==> src/rtl/gray_to_bcd_seq.sv <==
// Bit-serial Gray-to-BCD decoder with valid/ready on both sides; all digits decode in parallel.
// Optional per-digit >9 flag when GRAY_BCD_RANGE_CHECK_EN is defined.

module gray_digit_step (
  input  logic [1:0] cnt,
  input  logic [3:0] g,
  input  logic [3:0] d,
  output logic [3:0] d_nxt
);
  // One decode step: bit cnt of the digit, MSB first
  always_comb begin
    d_nxt = d;
    case (cnt)
      2'd3:    d_nxt[3] = g[3];
      2'd2:    d_nxt[2] = d[3] ^ g[2];
      2'd1:    d_nxt[1] = d[2] ^ g[1];
      default: d_nxt[0] = d[1] ^ g[0];
    endcase
  end
endmodule

module gray_to_bcd_seq #(
  parameter  int NDIGITS = 2,
  localparam int W       = 4*NDIGITS
) (
  input  logic               clk,
  input  logic               rst_n,
  input  logic               in_valid,
  output logic               in_ready,
  input  logic [W-1:0]       in_gray,
  output logic               out_valid,
  input  logic               out_ready,
  output logic [W-1:0]       out_bcd,
  output logic [NDIGITS-1:0] out_err
);
  typedef enum logic [1:0] {IDLE, SHIFT, DONE} state_t;

  state_t         state, state_nxt;
  logic [1:0]     cnt;
  logic [W-1:0]   cap, dec, dec_nxt;

  always_ff @(posedge clk or negedge rst_n) begin
    if (!rst_n) state <= IDLE;
    else        state <= state_nxt;
  end

  always_comb begin
    state_nxt = state;
    case (state)
      IDLE:    if (in_valid)  state_nxt = SHIFT;
      SHIFT:   if (cnt == '0) state_nxt = DONE;
      DONE:    if (out_ready) state_nxt = IDLE;
      default: state_nxt = IDLE;
    endcase
  end

  always_comb begin
    in_ready  = (state == IDLE);
    out_valid = (state == DONE);
  end

  for (genvar k = 0; k < NDIGITS; k++) begin : g_dig
    gray_digit_step u_step (
      .cnt  (cnt),
      .g    (cap[4*k +: 4]),
      .d    (dec[4*k +: 4]),
      .d_nxt(dec_nxt[4*k +: 4])
    );
  end

  always_ff @(posedge clk or negedge rst_n) begin
    if (!rst_n) begin
      cap     <= '0;
      dec     <= '0;
      cnt     <= 2'd3;
      out_bcd <= '0;
    end else begin
      case (state)
        IDLE: if (in_valid) begin
          cap <= in_gray;
          cnt <= 2'd3;
        end
        SHIFT: begin
          dec <= dec_nxt;
          cnt <= cnt - 2'd1;
          // Final step: dec_nxt already holds the complete word
          if (cnt == '0) out_bcd <= dec_nxt;
        end
        default: ;
      endcase
    end
  end

`ifdef GRAY_BCD_RANGE_CHECK_EN
  logic [NDIGITS-1:0] err_nxt;
  for (genvar k = 0; k < NDIGITS; k++) begin : g_err
    assign err_nxt[k] = dec_nxt[4*k+3] & (dec_nxt[4*k+2] | dec_nxt[4*k+1]);
  end

  always_ff @(posedge clk or negedge rst_n) begin
    if (!rst_n)                          out_err <= '0;
    else if (state == SHIFT && cnt == '0) out_err <= err_nxt;
  end
`else
  assign out_err = '0;
`endif

endmodule

==> config.mk <==
export PLATFORM = sky130hd
export DESIGN_NAME = gray_to_bcd_seq
export DESIGN_NICKNAME = d
export VERILOG_FILES = /design/src/rtl/gray_to_bcd_seq.sv
export SDC_FILE = /design/constraint.sdc
export NUM_CORES = 1
export LEC_CHECK = 0
export CORE_MARGIN = 2
export CORE_UTILIZATION = 35
export CTS_CLUSTER_DIAMETER = 40
export DETAILED_ROUTE_END_ITERATION = 6
export HOLD_SLACK_MARGIN = 0.05
export PLACE_DENSITY = 0.58
export SLEW_MARGIN = 15
export SYNTH_ARGS = -nofsm -noshare
export SYNTH_HDL_FRONTEND = slang
export SYNTH_HIERARCHICAL = 1
export SYNTH_SLANG_ARGS = --single-unit
export TNS_END_PERCENT = 30
==> constraint.sdc <==
create_clock -name clk -period 1.6 [get_ports clk]
set_input_delay 0.16 -clock clk [delete_from_list [all_inputs] [get_ports clk]]
set_output_delay 0.16 -clock clk [all_outputs]
set_load 0.02 [all_outputs]
==> implementation parameters <==
Parameter                              Value

Detailed routing
  Wire length reported by the detailed router ... 2.14 mm
  DRC errors left ... 0
  Initial DRC Count ... 30
  Drt pass-1 iters ... 2
  Via count ... 778
  Drt via density ... 4.58
  Drt wl/cell ... 12.6 um
  Count of antenna-violating nets left after detailed routing ... 0

Floorplan
  Core Rows ... 22
  Horizontal extent of the die ... 64.8 um
  Starting Density ... 35.9%
  Area enclosed by the die boundary ... 0.00420 sq mm
  Chip Height ... 64.8 um
  Area of the core ... 0.00361 sq mm
  Number of top-level design ports ... 24

Timing
  Total count of max-transition violations in the final report ... 0
  Worst-case clock skew ... 2.11 ps
  Period utilization ... 95.8%
  # setup viols final ... 0
  Hold Vio Cnt, Final ... 0
  TNS Setup ... 0 ps
  Minimum clock period ... 1530 ps
  Unrepaired setup endpoints after global routing ... no
  Worst Hold Margin ... 263 ps
  Max Clk Rate ... 652 MHz

GRT
  GRT Resource Usage Total ... 11.4%
  First-pass GRT wire length ... 3.68 mm
  Via count of the first global-routing pass ... 822
  Initial antenna violation count ... 0
  GRT Residual Overflow ... 0
  Maximum number of pins on one net before global-route repair ... 29

Placement
  Routability congestion estimate from global placement ... 0.775
  # placed instances ... 165
  Number of port buffers ... 21
  DP Wirelength ... 1.59 mm

Outcome
  Outcome ... complete, no violations

Worst setup path
  Crit Reg-Reg Endpoint ... out_bcd[5]
  Required time at the worst-slack endpoint ... 1760 ps
  Top fanout value on the critical path ... 5
  Library cell contributing the largest single delay on the critical path ... sky130_fd_sc_hd__dfstp_2
  Cell-by-cell listing of the critical path ... buf_4 -> nor2b_2 -> mux2_1 -> mux2_2
  Buffers plus inverters on the worst setup path ... 1
  Reg2Reg Launch Point ... cnt[0]
  Worst path top cell family by delay ... multiplexers
  WP depth ... 4
  Register-to-Register Path Depth ... 4
  Kind of critical path ... register to register
  Critical Path Max Stage Delay ... 550 ps
  Worst setup SP type ... register
  R2r setup slk ... 70 ps
  Arrival time reported for the critical path endpoint ... 1690 ps
  Sort of element at the end of the critical path ... register

Synthesis
  Gate Count Post-Synth ... 93
  Synth area leaders ... sky130_fd_sc_hd__dfrtp_1, sky130_fd_sc_hd__mux2_2, sky130_fd_sc_hd__mux2_1
  Async set-or-reset flop fraction in the synthesized netlist ... 100%
  Post-synth EDFFs ... 0
  Predominant post-synthesis flop cell ... sky130_fd_sc_hd__dfrtp_1
  Number of storage elements in the synthesis netlist ... 28
  Average cell area after synthesis ... 13.9 sq um
  Share of Yosys cell area claimed by the top area cell type ... 50.3%
  Post-synthesis cell area ... 0.00129 sq mm
  Sequential fraction of the synthesis area ... 54.4%
  Most frequent cell after synthesis ... sky130_fd_sc_hd__dfrtp_1
  Synth warnings ... 6
  Count of different cell masters after synthesis ... 24
  Biggest area consumer among synthesized cells ... sky130_fd_sc_hd__dfrtp_1
  Post-synth top cells ... sky130_fd_sc_hd__dfrtp_1, sky130_fd_sc_hd__mux2_2, sky130_fd_sc_hd__mux2_1

Clock network
  CTS tree ... yes
  Register clock-pin slew on the reported worst setup and hold paths ... 90 ps
  Number of H-tree levels ... 1
  Total of hold buffers inserted after clock tree synthesis ... 0
  CTS Buffer Depth ... 2
  Clock tree root driver cell ... sky130_fd_sc_hd__clkbuf_8
  Number of sinks driven by the clock tree ... 28
  Clock latency at the later pin of the worst-skew pair ... 270 ps
  Number of buffers created by CTS ... 3

Layout
  Final core utilization ... 45.9%
  Share of layout cells above drive strength 1 ... 32.8%
  Non-filler instance count after layout ... 170
  # nets final ... 136
  Synth-to-Final Area Change ... 28.0%
  Count of antenna diodes in the layout ... 0

Power
  Worst ir drop on vdd ... 0.000559 V
  Power density normalized to cell area ... 2080 mW/mm^2
  Overall power after layout ... 3.45 mW
  Standby leakage power ... 0.724 nW

Worst hold path
  Path category of the worst min-delay check ... input pin to async pin

Flow run
  Number of max-cap violations ... 0
==> cell families after synthesis <==
group | Yosys count | share of synthesized area [%]
other | 1 | 0.290
flip-flops | 28 | 54.4
multiplexers | 31 | 26.9
AND/OR/NAND/NOR | 12 | 6.67
buffers and inverters | 6 | 2.90
AO/OA/AOI/OAI | 8 | 3.87
adder cells (fa/ha/maj) | 1 | 0.967
XOR/XNOR | 6 | 4.06
==> report_power, final <==
part	internal [mW]	switching, mW	leakage [nW]	total (mW)
Combinational	0.999	0.706	0.367	1.70
Clock	0.178	0.207	0.0228	0.385
Sequential	1.10	0.261	0.333	1.36
Total	2.27	1.17	0.724	3.45
==> layout by cell type, fill, tap and decap left out, types with 2 or more instances in the layout <==
cell type	Yosys	final
sky130_fd_sc_hd__buf_4	2	5
sky130_fd_sc_hd__clkbuf_8	0	3
sky130_fd_sc_hd__clkdlybuf4s50_1	0	19
sky130_fd_sc_hd__conb_1	1	2
sky130_fd_sc_hd__dfrtp_1	26	25
sky130_fd_sc_hd__dfstp_2	2	2
sky130_fd_sc_hd__dlygate4sd2_1	0	2
sky130_fd_sc_hd__inv_1	3	3
sky130_fd_sc_hd__mux2_1	6	6
sky130_fd_sc_hd__mux2_2	24	24
sky130_fd_sc_hd__nand2_1	2	2
sky130_fd_sc_hd__nor2b_1	5	4
sky130_fd_sc_hd__o21ai_0	3	3
sky130_fd_sc_hd__o31ai_1	2	2
sky130_fd_sc_hd__xnor2_1	2	2
sky130_fd_sc_hd__xor2_1	4	4
==> worst max-delay path by stage <==
stage / from / endpoint / slack [ps]
CTS: cnt[0] / out_bcd[5] / 20
global placement: cnt[1] / out_bcd[7] / 30
global route: cnt[0] / dec[1] / 10
floorplan: cnt[0] / out_bcd[0] / 100
finish: cnt[0] / out_bcd[5] / 70
detailed placement: cnt[1] / out_bcd[5] / -20
==> flip-flops by register name (all words and copies together) (netlist names) <==
signal / flops
cnt: 2
dec: 8
cap: 8
state: 2
out_bcd: 8
==> stage by stage <==
stage	worst slack, ps	instance area [sq um]
4_1_cts	18.5	1640
2_1_floorplan	97.0	1300
6_report	66.8	1660
3_3_place_gp	30.1	1590
3_5_place_dp	-25.0	1590
5_1_grt	14.2	1660
==> final cells by class <==
class                   count  area [sq um]
clock buffers               4          45.0
fillers                   344          1950
inverters                   3          11.3
multi-input cells          60           571
flip-flops and latches     28           704
well taps                  48          60.1
repair buffers             27           265
==> layer usage <==
metal / vias to the layer above / wire, um / GRT usage [%]
li1: 377 / - / -
met3: 2 / 47 / 1.04
met5: - / 0 / 0
met1: 387 / 1010 / 14.0
met2: 12 / 1060 / 20.0
met4: 0 / 27 / 5.59
==> timing repair <==
item                                    4_1_cts  5_1_grt
setup buffers                                 0        1
endpoints found under the setup margin       10        9
resized for setup                             4        2
No activity file was read; power rests on OpenSTA's default activity.
